$ cat src/rtl/shift_req_arbiter_pkg.sv
// Shared types and constants for the rotate-stage arbiter.
// State encodings, direction codes and a bit-reverse helper.
package shift_req_arbiter_pkg;

   typedef enum logic [1:0] {
      ST_IDLE = 2'd0,
      ST_EXEC = 2'd1,
      ST_RESP = 2'd2
   } state_e;

   localparam logic DIR_LEFT  = 1'b0;
   localparam logic DIR_RIGHT = 1'b1;

   function automatic logic [7:0] rev8(input logic [7:0] v);
      logic [7:0] r;
      for (int i = 0; i < 8; i++) begin
         r[i] = v[7-i];
      end
      return r;
   endfunction

endpackage

$ cat src/rtl/Shift_left_or_right_stage.sv
// Combinational 8-bit rotate stage, left or right by 0-7.
// Right rotate reuses the left rotator on the bit-reversed operand.
module Shift_left_or_right_stage
   import shift_req_arbiter_pkg::*;
(
   input  logic [7:0] a,
   input  logic [2:0] amt,
   input  logic       choice,
   output logic [7:0] y
);

   logic [7:0]  src;
   logic [15:0] dbl;
   logic [7:0]  rot;

   // select operand orientation, rotate left, restore orientation
   always_comb begin
      src = (choice == DIR_RIGHT) ? rev8(a) : a;
      dbl = {src, src} << amt;
      rot = dbl[15:8];
      y   = (choice == DIR_RIGHT) ? rev8(rot) : rot;
   end

endmodule

$ cat src/rtl/shift_req_arbiter.sv
// Round-robin arbiter and sequencer for one shared rotate stage.
// IDLE grants, EXEC computes from latched operands, RESP holds the result.
module shift_req_arbiter
   import shift_req_arbiter_pkg::*;
#(
   parameter int N_REQ      = 2,
   parameter int RESET_PRIO = 0
) (
   input  logic                 clk,
   input  logic                 reset,
   input  logic [N_REQ-1:0]     req_valid,
   output logic [N_REQ-1:0]     req_ready,
   input  logic [8*N_REQ-1:0]   req_data,
   input  logic [3*N_REQ-1:0]   req_amt,
   input  logic [N_REQ-1:0]     req_dir,
   output logic                 rsp_valid,
   input  logic                 rsp_ready,
   output logic [7:0]           rsp_data,
   output logic                 rsp_id,
   output logic                 busy
);

   localparam logic RST_LAST = (RESET_PRIO == 0) ? 1'b1 : 1'b0;

   state_e     state_q, state_d;
   logic       last_grant_q, last_grant_d;
   logic [7:0] op_data_q, op_data_d;
   logic [2:0] op_amt_q, op_amt_d;
   logic       op_dir_q, op_dir_d;
   logic       op_id_q, op_id_d;
   logic [7:0] rsp_data_q, rsp_data_d;
   logic       rsp_id_q, rsp_id_d;

   logic       any_req;
   logic       win;
   logic [7:0] stage_y;

   Shift_left_or_right_stage u_stage (
      .a      (op_data_q),
      .amt    (op_amt_q),
      .choice (op_dir_q),
      .y      (stage_y)
   );

   // pick a winner; on contention the requester not served last goes
   always_comb begin
      any_req = |req_valid;
      win     = 1'b0;
      unique case (1'b1)
         (req_valid[0] && req_valid[1]): win = ~last_grant_q;
         (req_valid[1] && !req_valid[0]): win = 1'b1;
         default: win = 1'b0;
      endcase
   end

   // next-state, operand capture and result capture
   always_comb begin
      state_d      = state_q;
      last_grant_d = last_grant_q;
      op_data_d    = op_data_q;
      op_amt_d     = op_amt_q;
      op_dir_d     = op_dir_q;
      op_id_d      = op_id_q;
      rsp_data_d   = rsp_data_q;
      rsp_id_d     = rsp_id_q;
      req_ready    = '0;
      unique case (state_q)
         ST_IDLE: begin
            if (any_req) begin
               req_ready[win] = 1'b1;
               op_data_d      = win ? req_data[15:8] : req_data[7:0];
               op_amt_d       = win ? req_amt[5:3] : req_amt[2:0];
               op_dir_d       = req_dir[win];
               op_id_d        = win;
               last_grant_d   = win;
               state_d        = ST_EXEC;
            end
         end
         ST_EXEC: begin
            rsp_data_d = stage_y;
            rsp_id_d   = op_id_q;
            state_d    = ST_RESP;
         end
         ST_RESP: begin
            if (rsp_ready) begin
               state_d = ST_IDLE;
            end
         end
         default: state_d = ST_IDLE;
      endcase
   end

   // state and datapath registers, synchronous reset
   always_ff @(posedge clk) begin
      if (reset) begin
         state_q      <= ST_IDLE;
         last_grant_q <= RST_LAST;
         op_data_q    <= '0;
         op_amt_q     <= '0;
         op_dir_q     <= 1'b0;
         op_id_q      <= 1'b0;
         rsp_data_q   <= '0;
         rsp_id_q     <= 1'b0;
      end else begin
         state_q      <= state_d;
         last_grant_q <= last_grant_d;
         op_data_q    <= op_data_d;
         op_amt_q     <= op_amt_d;
         op_dir_q     <= op_dir_d;
         op_id_q      <= op_id_d;
         rsp_data_q   <= rsp_data_d;
         rsp_id_q     <= rsp_id_d;
      end
   end

   // registered outputs and status
   always_comb begin
      rsp_valid = (state_q == ST_RESP);
      rsp_data  = rsp_data_q;
      rsp_id    = rsp_id_q;
      busy      = (state_q != ST_IDLE);
   end

endmodule

$ cat config.mk
export PLATFORM = sky130hd
export DESIGN_NAME = shift_req_arbiter
export DESIGN_NICKNAME = d
export VERILOG_FILES = /design/src/rtl/shift_req_arbiter_pkg.sv /design/src/rtl/Shift_left_or_right_stage.sv /design/src/rtl/shift_req_arbiter.sv
export SDC_FILE = /design/constraint.sdc
export NUM_CORES = 1
export LEC_CHECK = 0
export CAP_MARGIN = 0
export CORE_MARGIN = 1.5
export CORE_UTILIZATION = 30
export CTS_BUF_LIST = sky130_fd_sc_hd__clkbuf_16
export CTS_CLUSTER_SIZE = 14
export DETAILED_ROUTE_END_ITERATION = 6
export HOLD_SLACK_MARGIN = 0.12
export PLACE_DENSITY_LB_ADDON = 0.05
export SLEW_MARGIN = 20
export SYNTH_ARGS = -nofsm -noshare
export SYNTH_HDL_FRONTEND = slang
export SYNTH_SLANG_ARGS = --single-unit
$ cat constraint.sdc
create_clock -name clk -period 1.75 [get_ports clk]
set_input_delay 0.525 -clock clk [delete_from_list [all_inputs] [get_ports clk]]
set_output_delay 0.525 -clock clk [all_outputs]
set_load 0.005 [all_outputs]
== Yosys cells after proc, flatten, opt, wreduce, memory -nomap -nowiden ==
Cells that the tools add are included.
Cells by class
  reduce and logical (&&, ||, !) cells: 9
  equal/unequal tests: 4
  muxes and demuxes: 14
  bitwise logic cells: 1
  magnitude comparators: 2
  shift-type cells: 1
Operator list (count)
  $mux W8: 3
  $shl A16 B3 Y16: 1
  $mux W2: 4
  $pmux W2 S3: 1
  $reduce_and A2 Y1: 2
  $logic_and A1 B1 Y1: 3
  $mux W1: 3
  $mux W3: 1
  $eq A2 B1 Y1 const B: 1
  $eq A2 B2 Y1 const B: 1
  $logic_not A2 Y1: 1
  $lt A1 B2 Y1 const B: 1
  $ne A2 B1 Y1 const B: 1
  $ne A2 B2 Y1 const B: 1
  $pmux W1 S2: 1
  $reduce_bool A2 Y1: 1
  $reduce_or A2 Y1: 1
  $demux W1 S1: 1
  $ge A1 B1 Y1 const B: 1
  $logic_not A1 Y1: 1
  $not A1 Y1: 1
Word-level totals
  output and inout bits: 13
  logic and storage cells: 39
  register bits: 25

== Logic depth before layout (Yosys ltp) ==
Gate-level depths: netlist of run 1.
  word-level depth: 9
  gate-level depth with buffers: 7
  gate-level depth less buffers: 5

== Cells and area by module ==
A second synthesis of run 1 with hierarchy kept.
Second synthesis, totals
  cell total of the unflattened synthesis: 170
  area, all modules: 1685.4 µm²
By module, submodules not included
  shift_req_arbiter: cells an instance 132, times used 1, area an instance 1141.1 µm²
  Shift_left_or_right_stage: cells an instance 38, times used 1, area an instance 544.3 µm²

== Worst setup path before layout of run 1 ==
OpenSTA, ideal clock, no wires.
  path type: register -> register
  start point: register op_dir_q
  end point: register rsp_data_q[0], in the netlist rsp_data[0]
  library setup time: 91 ps
  data required time: 1659 ps
  stages on the path, launching flop included: 7
  buffers on the path: 1
  setup slack: -94 ps
  clock period less this slack: 1844 ps
  arrival: 1753 ps
  cell sequence: dfxtp_1 > buf_6 > mux2i_1 > mux4_2 > and2_4 > or3_1 > a311oi_1
On the way
  word-level cells in the longest chain between the ends: 3
RTL lines
  start, declared: RTL line shift_req_arbiter.sv:29  | logic op_dir_q, op_dir_d;
  start signal, assigned: RTL line shift_req_arbiter.sv:109  | op_dir_q <= op_dir_d;
  $mux W8: RTL line Shift_left_or_right_stage.sv:18  | src = (choice == DIR_RIGHT) ? rev8(a) : a;
  $shl A16 B3 Y16: RTL line Shift_left_or_right_stage.sv:19  | dbl = {src, src} << amt;
  $mux W8 (*): RTL line Shift_left_or_right_stage.sv:21  | y = (choice == DIR_RIGHT) ? rev8(rot) : rot;
  end signal, assigned: RTL line shift_req_arbiter.sv:111  | rsp_data_q <= rsp_data_d;
  end, declared: RTL line shift_req_arbiter.sv:31  | logic [7:0] rsp_data_q, rsp_data_d;
Mark *: on every way between the ends. The rest lies on a longest branch, timed or not.
A chain may end at the register's enable or synchronous reset.

== Worst setup path in the final report of run 1 ==
Ends and elaborated chain as after synthesis.

==> out/qor.txt, run 1 <==
Final non-filler cell total: 309
Final setup TNS: -374 ps
Crit-path max FO: 9
Die area: 5790 sq um
Cts hold-fix bufs: 0
Drt drc: 0
WHS Endpoint: rsp_data[2]
CP required: 1890 ps
Initial antenna violation count: 0
WL/cell: 13.2 um
Yosys warns: 0
Min Hold Slack: 453 ps
Via count: 1521
Worst R2R Start: op_dir_q
Xor-xnor portion of the synthesized cell area: 0%
Gp weighted congestion: 0.838
# fillers: 541
Synthesis-to-layout area growth: 50.7%
Vias per cell: 4.92
Cell Chain, Critical Path: mux4_2 > mux2_4 > and2_2 > o21ai_1 > a311oi_1
Critical path class: register to register
RSZ-0062 raised after global routing: true
Reg2reg setup slack: -130 ps
Critical path arrival: 2030 ps
Min-Delay Path Class: register to register
Post-DRT Antenna Nets: 0
Leakage: 0.000974 uW
Most frequent cells in the layout: clkdlybuf4s50_1 (35), buf_4 (30), nor2_1 (25)
Largest family of logic cells by synthesized area: multiplexers
Synthesized cell area: 1600 sq um
H-tree Lvls: 1
FF-to-FF path depth: 5
Share of cells above drive strength 1: 28.5%
Critical Path End Type: register
Max Slew Vio Count: 0
Fmax: 531 MHz
Worst skew pair latency: 260 ps
Share of the synthesized area in the top cell type: 31.2%
Mapped Nets: 200
Slew at the pin with the worst max-slew slack: 408 ps
Startpoint types: register
Commonest non-fill, non-tap cell in the layout: clkdlybuf4s50_1
Hold Crit Depth: 2
Synth area leaders: dfxtp_1 (31%), mux2i_1 (14%), mux4_1 (9.8%)
Cell row count: 26
Area of the core: 5140 sq um
Clk slew on worst S/H paths: 70 ps
#FFs+latches synth: 25
R2R Path End: rsp_data[0]
Period utilisation layout: 108%
Pin count of the biggest net entering global routing: 21
Die extent in x: 76.1 um
Vias in the first global route: 1458
First DRT Iteration DRCs: 35
GRT Total Usage: 14.8%
Initial core utilization: 31.2%
CTS sink cnt: 25
Seq/Total Area, Yosys: 31.2%
PortBufs: 41
Failing checks: negative setup slack
Area leader, netlist: dfxtp_1
Final Hold Violating Endpoints: 0
FFs w/ async S/R, synth: 0%
Num CTS Buffers: 3
Library cells used by synthesis: 35
Die Y: 76.1 um
Slack of the critical path: -134 ps
CTS tree: built
WL final: 4090 um
Post-synth EDFFs: 0
Nets: 269
Post-route minimum period: 1880 ps
Slowest CP cell: mux4_2
Max VDD drop: 386 uV
Final setup fails: 4
Clock root cell: clkbuf_16
Adder-cell share of the synthesized area: 0%
Simple-gate share of the synthesized area: 17.1%
GRT Residual Overflow: 0
Gate Count Post-Synth: 171
Hold path start: rsp_data[2]
PD cells: 832 nW/um^2
Initial DRT Pass Iterations: 4
Post-Route Skew: 1.47 ps
Post-synthesis compound-gate area fraction: 15.4%
CP peak stage delay: 570 ps
Mapped Avg Cell Area: 9.37 sq um
Hpwl dp: 3250 um
Relative slew slack: 72.8%
IO Pins: 42
Pwr Total: 2010 uW
Main synth FF type: dfxtp_1
Diode count: 0
Mux cell area share after synthesis: 31.3%
Placed cells: 303
Status: finished, violations left
Global-route wire length before repair: 7070 um
Number of buffers on the longest clock path: 2
Max-Cap Viols: 0
cell type report:
class / instances / area, sq um / area share, %
repair buffers: 75 / 664 / 27.5
clock inverters: 1 / 3.75 / 0.155
multi-input cells: 133 / 1060 / 44.0
inverters: 2 / 7.51 / 0.311
flip-flops and latches: 25 / 514 / 21.3
well taps: 70 / 87.6 / 3.63
clock buffers: 3 / 75.1 / 3.11
logic make-up after synthesis:
group	count (synthesis)
muxes	37
and+or+nand+nor	61
DFF	25
AOI/OAI and AO/OA	35
buffers and inverters	13
worst max-delay path, delay by kind of cell (launching register included):
kind             cells  cell delay [ps]
multiplexers         2              890
flip-flops           1              440
AO/OA/AOI/OAI        2              240
AND/OR/NAND/NOR      1              190
cells in the mapped netlist, types with 3 or more instances:
cell type / instances
o21ai_0: 3
nor2_1: 26
nand2_1: 16
mux2_2: 7
dfxtp_1: 25
mux4_1: 6
nand2b_1: 4
nand3_1: 4
a211oi_1: 12
mux2i_1: 22
and2_1: 3
a21oi_1: 4
o211ai_1: 3
buf_2: 3
clkbuf_1: 5
how the worst max path moves through the flow:
| stage | start | end | slack, ps | depth (start not counted) |
|---|---|---|---|---|
| after floorplan | op_dir_q | rsp_data[0] | -30 | 6 |
| after global placement | req_valid[1] | req_ready[1] | -660 | 4 |
| after detailed placement | req_valid[1] | req_ready[1] | -720 | 4 |
| after CTS | op_dir_q | rsp_data[0] | -150 | 5 |
| after global routing | op_dir_q | rsp_data[0] | -200 | 5 |
| final | op_dir_q | rsp_data[0] | -130 | 5 |
metrics by stage:
stage	utilization [%]	area, sq um	setup slack (ps)
6_report	47.0	2410	-134
5_1_grt	47.0	2410	-200
4_1_cts	47.0	2410	-148
3_5_place_dp	44.1	2270	-724
3_3_place_gp	44.1	2270	-664
2_1_floorplan	-	1610	-29.4
flip-flops by register name (all words and copies together) (netlist names):
register,cells
op_dir_q,1
state_q,2
op_id_q,1
op_data_q,8
rsp_data,8
last_grant_q,1
rsp_id,1
op_amt_q,3
routing by layer:
layer | global-route usage, % | share of wire (%)
met3 | 1.80 | 3.3
met4 | 3.33 | 0.44
met1 | 19.8 | 46
met5 | 0 | 0
met2 | 25.4 | 50
power by group:
| group | total (uW) | switching (uW) | leakage [uW] | internal [uW] |
|---|---|---|---|---|
| Clock | 518 | 212 | 0.0000423 | 306 |
| Sequential | 714 | 76.7 | 0.000209 | 637 |
| Combinational | 777 | 318 | 0.000723 | 459 |
what timing repair did:
item / CTS / global route
setup endpoints to repair: 12 / 8
hold endpoints to repair: 0 / 0
pin swaps: 4 / 0
gates resized for setup: 39 / 4
buffers inserted: 2 / 0
Power figures use the tool's default switching activity.
==> run 2, diff against run 1 <==
- PLACE_DENSITY_LB_ADDON: 0.05 -> 0.2
==> run 2 against run 1 <==
Effect of this change:
- the flow still finishes with violations (negative setup slack)
- setup slack better by 1.8 ps
- via count down 0.33%
- sequential power down 0.8%
- register-to-register slack about the same
- fmax about the same
- flip-flop and latch count unchanged
- clock skew up 4.1 ps
- total power up 3.7%
- critical endpoint unchanged
- global-route usage down 0.64 points
- first-iteration DRC count up 29%
- critical path depth up 1
- largest power group unchanged
==> out/qor.txt, run 2 (synthesis gave the netlist of run 1 again) <==
CTS sink cnt: 25 (unchanged)
Max Slew Vio Count: 0 (unchanged)
Initial core utilization: 31.2% (unchanged)
Area of the core: 5140 sq um (unchanged)
GRT Residual Overflow: 0 (unchanged)
Critical path arrival: 2010 ps (was 2030 ps)
Clock share of power: 24.2% (was 25.8%)
Vias per cell: 4.72 (was 4.92)
RSZ-0062 raised after global routing: true (unchanged)
Placed cells: 307 (was 303)
Crit-path max FO: 6 (was 9)
Critical path class: register to register (unchanged)
Gp weighted congestion: 0.797 (was 0.838)
Final core occ: 49.8% (was 47.0%)
Die extent in x: 76.1 um (unchanged)
Commonest non-fill, non-tap cell in the layout: buf_4 (was clkdlybuf4s50_1)
Relative slew slack: 60.2% (was 72.8%)
Int Power: 1460 uW (was 1400 uW)
Max VDD drop: 547 uV (was 386 uV)
H-tree Lvls: 1 (unchanged)
Max-Cap Viols: 0 (unchanged)
Hold path start: rsp_data[2] (unchanged)
Die Y: 76.1 um (unchanged)
FF-to-FF path depth: 6 (was 5)
WL/cell: 12.0 um (was 13.2 um)
WHS Endpoint: rsp_data[2] (unchanged)
Slew at the pin with the worst max-slew slack: 592 ps (was 408 ps)
PD cells: 814 nW/um^2 (was 832 nW/um^2)
Final Hold Violating Endpoints: 0 (unchanged)
Number of buffers on the longest clock path: 2 (unchanged)
Most frequent cells in the layout: buf_4 (41), clkdlybuf4s50_1 (35), nor2_1 (23) (was clkdlybuf4s50_1 (35), buf_4 (30), nor2_1 (25))
Diode count: 0 (unchanged)
First DRT Iteration DRCs: 45 (was 35)
Final non-filler cell total: 321 (was 309)
Comb pwr share: 41.8% (was 38.7%)
Synthesis-to-layout area growth: 59.6% (was 50.7%)
PortBufs: 41 (unchanged)
Worst skew pair latency: 260 ps (about the same)
Leakage: 0.00104 uW (was 0.000974 uW)
Fmax: 531 MHz (about the same)
Startpoint types: register (unchanged)
Sw Pwr: 619 uW (was 607 uW)
Clk slew on worst S/H paths: 70 ps (about the same)
IO Pins: 42 (unchanged)
WL final: 3850 um (was 4090 um)
CTS tree: built (unchanged)
Hpwl dp: 2950 um (was 3250 um)
Status: finished, violations left (unchanged)
Critical Path End Type: register (unchanged)
Pre-CTS setup slack: -709 ps (was -724 ps)
Post-route minimum period: 1880 ps (about the same)
Final instance area: 2560 sq um (was 2410 sq um)
Global-route wire length before repair: 6730 um (was 7070 um)
Pin count of the biggest net entering global routing: 25 (was 21)
Initial antenna violation count: 0 (unchanged)
Num CTS Buffers: 3 (unchanged)
Die area: 5790 sq um (unchanged)
Period utilisation layout: 108% (about the same)
Cts hold-fix bufs: 0 (unchanged)
Final setup fails: 5 (was 4)
Reg2reg setup slack: -130 ps (about the same)
Worst R2R Start: op_dir_q (unchanged)
Vias in the first global route: 1452 (was 1458)
Switching Fraction: 29.7% (was 30.2%)
Initial DRT Pass Iterations: 4 (unchanged)
Via count: 1516 (was 1521)
GRT Total Usage: 14.1% (was 14.8%)
Flop pwr share: 34.0% (was 35.5%)
Cell row count: 26 (unchanged)
Final setup TNS: -372 ps (was -374 ps)
Drt drc: 0 (unchanged)
R2R Path End: rsp_data[0] (unchanged)
Share of cells above drive strength 1: 38.2% (was 28.5%)
Nets: 281 (was 269)
Dpl cell area: 2310 sq um (was 2270 sq um)
Post-Route Skew: 5.61 ps (was 1.47 ps)
Failing checks: negative setup slack (unchanged)
Post-DRT Antenna Nets: 0 (unchanged)
Min-Delay Path Class: register to register (unchanged)
Clock root cell: clkbuf_16 (unchanged)
CP required: 1880 ps (was 1890 ps)
Slack of the critical path: -132 ps (was -134 ps)
Hold Crit Depth: 2 (unchanged)
run 2: worst max-delay path by stage:
stage	startpoint	endpoint	slack (ps)	depth (start not counted)
2_1_floorplan	op_dir_q	rsp_data[0]	-30	6
3_3_place_gp	req_valid[1]	req_ready[1]	-660	4
3_5_place_dp	req_valid[1]	req_ready[1]	-710	4
4_1_cts	op_dir_q	rsp_data[0]	-140	6
5_1_grt	op_dir_q	rsp_data[7]	-190	6
6_report	op_dir_q	rsp_data[0]	-130	6
run 2: per-stage QoR:
step / total power, uW / hold slack, ps
floorplan: 1120 / 432
global placement: 1460 / 441
detailed placement: 1470 / 442
CTS: 2050 / 455
global route: 2230 / 487
finish: 2080 / 450
run 2: critical path, cell delays in order, from the launching register on:
cell and delay [ps]:
dfxtp_4 410, buf_6 130, mux4_2 510, mux2_4 310
and2_4 150, o21ai_2 140, a311oi_2 100
run 2: routing by layer:
| layer | vias up | wire length, um | GRT usage, % |
|---|---|---|---|
| li1 | 800 | - | - |
| met2 | 30 | 1840 | 23.5 |
| met5 | - | 0 | 0 |
| met4 | 0 | 22 | 4.07 |
| met3 | 2 | 122 | 2.63 |
| met1 | 684 | 1870 | 18.6 |
run 2: area by class of cell:
type / count / area (sq um)
Clock buffer: 3 / 75.1
Clock inverter: 1 / 3.75
Fill cell: 524 / 2580
Inverter: 2 / 7.51
Multi-Input combinational cell: 133 / 1100
Sequential cell: 25 / 515
Tap cell: 70 / 87.6
Timing Repair Buffer: 87 / 764
run 2: repair_timing:
| action | CTS | global route |
|---|---|---|
| setup buffers | 8 | 3 |
| gates resized for setup | 39 | 20 |
| pin swaps | 8 | 13 |
| setup endpoints to repair | 12 | 10 |
run 2: power groups by stage:
stage                     Sequential [uW]  Clock (uW)  Combinational [uW]
final                                 708         505                 870
after global routing                  720         559                 952
after CTS                             705         519                 830
after detailed placement              719           0                 752
after global placement                714           0                 748
after floorplan                       690           0                 434
==> run 3, diff against run 2 <==
- CAP_MARGIN: 0 -> not set
- CORE_UTILIZATION: 30 -> 44
==> run 3 against run 2 <==
Effect of this change:
- the run still ends with negative setup slack left
- fmax rose by 1.0%
- first-iteration DRC count increased by 93%
- setup slack improved by 20 ps
- flip-flop and latch count unchanged
- routed wire length grew 14%
- clock power rose by 2%
- sequential power rose by 1%
- largest power group unchanged
- critical endpoint unchanged
- clock-buffer cell count did not move
==> out/qor.txt, run 3 (synthesis gave the netlist of run 1 again) <==
Diode count: 0 (unchanged)
Most frequent cells in the layout: clkdlybuf4s50_1 (36), buf_4 (36), nor2_1 (24) (was buf_4 (41), clkdlybuf4s50_1 (35), nor2_1 (23))
Reg2reg setup slack: -110 ps (was -130 ps)
Gp weighted congestion: 0.870 (was 0.797)
WL/cell: 15.2 um (was 12.0 um)
Vias per cell: 5.47 (was 4.72)
Final setup fails: 7 (was 5)
Relative slew slack: 69.1% (was 60.2%)
RSZ-0062 raised after global routing: true (unchanged)
Max-Cap Viols: 0 (unchanged)
Final core occ: 71.3% (was 49.8%)
H-tree Lvls: 1 (unchanged)
Max VDD drop: 600 uV (was 547 uV)
Synthesis-to-layout area growth: 52.0% (was 59.6%)
Initial core utilization: 46.9% (was 31.2%)
Pre-CTS setup slack: -669 ps (was -709 ps)
Cts hold-fix bufs: 0 (unchanged)
Die extent in x: 63.4 um (was 76.1 um)
Drt drc: 0 (unchanged)
Crit-path max FO: 6 (unchanged)
Hpwl dp: 3200 um (was 2950 um)
Via count: 1587 (was 1516)
Clock root cell: clkbuf_16 (unchanged)
Number of buffers on the longest clock path: 2 (unchanged)
Num CTS Buffers: 3 (unchanged)
Post-Route Skew: 5.59 ps (was 5.61 ps)
CTS tree: built (unchanged)
Placed cells: 281 (was 307)
Period utilisation layout: 106% (was 108%)
Post-route minimum period: 1860 ps (was 1880 ps)
Final non-filler cell total: 290 (was 321)
Share of cells above drive strength 1: 32.8% (was 38.2%)
Slew at the pin with the worst max-slew slack: 463 ps (was 592 ps)
Failing checks: negative setup slack (unchanged)
WL final: 4400 um (was 3850 um)
Post-DRT Antenna Nets: 0 (unchanged)
Clk slew on worst S/H paths: 60 ps (was 70 ps)
GRT Total Usage: 23.6% (was 14.1%)
Final Hold Violating Endpoints: 0 (unchanged)
First DRT Iteration DRCs: 87 (was 45)
Critical Path End Type: register (unchanged)
PortBufs: 41 (unchanged)
Die Y: 63.4 um (was 76.1 um)
IO Pins: 42 (unchanged)
CP required: 1890 ps (was 1880 ps)
Startpoint types: register (unchanged)
Critical path class: register to register (unchanged)
Initial antenna violation count: 0 (unchanged)
Nets: 274 (was 281)
Pin count of the biggest net entering global routing: 21 (was 25)
Cell row count: 21 (was 26)
Die area: 4010 sq um (was 5790 sq um)
Slack of the critical path: -112 ps (was -132 ps)
PD cells: 848 nW/um^2 (was 814 nW/um^2)
Dpl cell area: 2250 sq um (was 2310 sq um)
GRT Residual Overflow: 0 (unchanged)
Leakage: 0.000989 uW (was 0.00104 uW)
CTS sink cnt: 25 (unchanged)
# fillers: 269 (was 524)
Initial DRT Pass Iterations: 6 (was 4)
Area of the core: 3420 sq um (was 5140 sq um)
Global-route wire length before repair: 7310 um (was 6730 um)
Max Slew Vio Count: 0 (unchanged)
Status: finished, violations left (unchanged)
Critical path arrival: 2000 ps (was 2010 ps)
Worst skew pair latency: 260 ps (about the same)
Final instance area: 2440 sq um (was 2560 sq um)
Min Hold Slack: 453 ps (was 450 ps)
Min-Delay Path Class: register to register (unchanged)
Vias in the first global route: 1578 (was 1452)
Fmax: 537 MHz (was 531 MHz)
run 3: cell count changes in the layout (fill, tap and decap cells not counted), moves of 2 or more:
cell           delta
buf_4             -5
dlygate4sd2_1     -2
nand2_1           +2
nand3_1           +2
nand3_2           -2
o21ai_0           +2
o21ai_2           -2
run 3: repair_timing:
item,CTS,global route
endpoints found under the hold margin,0,0
pin swaps,3,7
resized for setup,31,17
buffers inserted,2,4
endpoints found under the setup margin,19,11
run 3: critical path, stage by stage, from the launching register on:
cell and delay (ps):
dfxtp_4 400, buf_6 130, mux4_2 490, mux2_4 300, and2_4 160, o21ai_2 140
a311oi_2 110
run 3: path summary, 6_finish.rpt:
kind,startpoint,end,depth (start not counted)
max,op_dir_q,rsp_data[0],6
min,rsp_data[2],rsp_data[2],2
max reg2reg,op_dir_q,rsp_data[0],6
min reg2reg,rsp_data[2],rsp_data[2],2
run 3: layout make-up:
type	instances	area (sq um)	share of cell area [%]
clock buffer	3	75.1	3.08
clock inverter	1	3.75	0.154
inverter	2	7.51	0.308
multi-input combinational	133	1070	44.0
sequential	25	515	21.2
tap	46	57.6	2.36
timing repair buffer	80	704	28.9
run 3: per-layer routing:
metal	vias to the layer above	track usage, %	wire length [um]
met1	755	25.4	1720
met5	-	0	0
met4	0	6.52	82
met2	39	45.7	2410
met3	9	5.00	185
li1	784	-	-
run 3: stage by stage:
| stage | total power (uW) | setup TNS (ps) |
|---|---|---|
| floorplan | 1120 | -35.6 |
| global placement | 1440 | -5350 |
| detailed placement | 1460 | -6580 |
| CTS | 2000 | -527 |
| global route | 2200 | -1080 |
| finish | 2070 | -491 |
run 3: where the power goes:
group	switching, uW	internal, uW	total (uW)
logic	344	494	838
registers	77.2	638	715
clock network	206	306	513
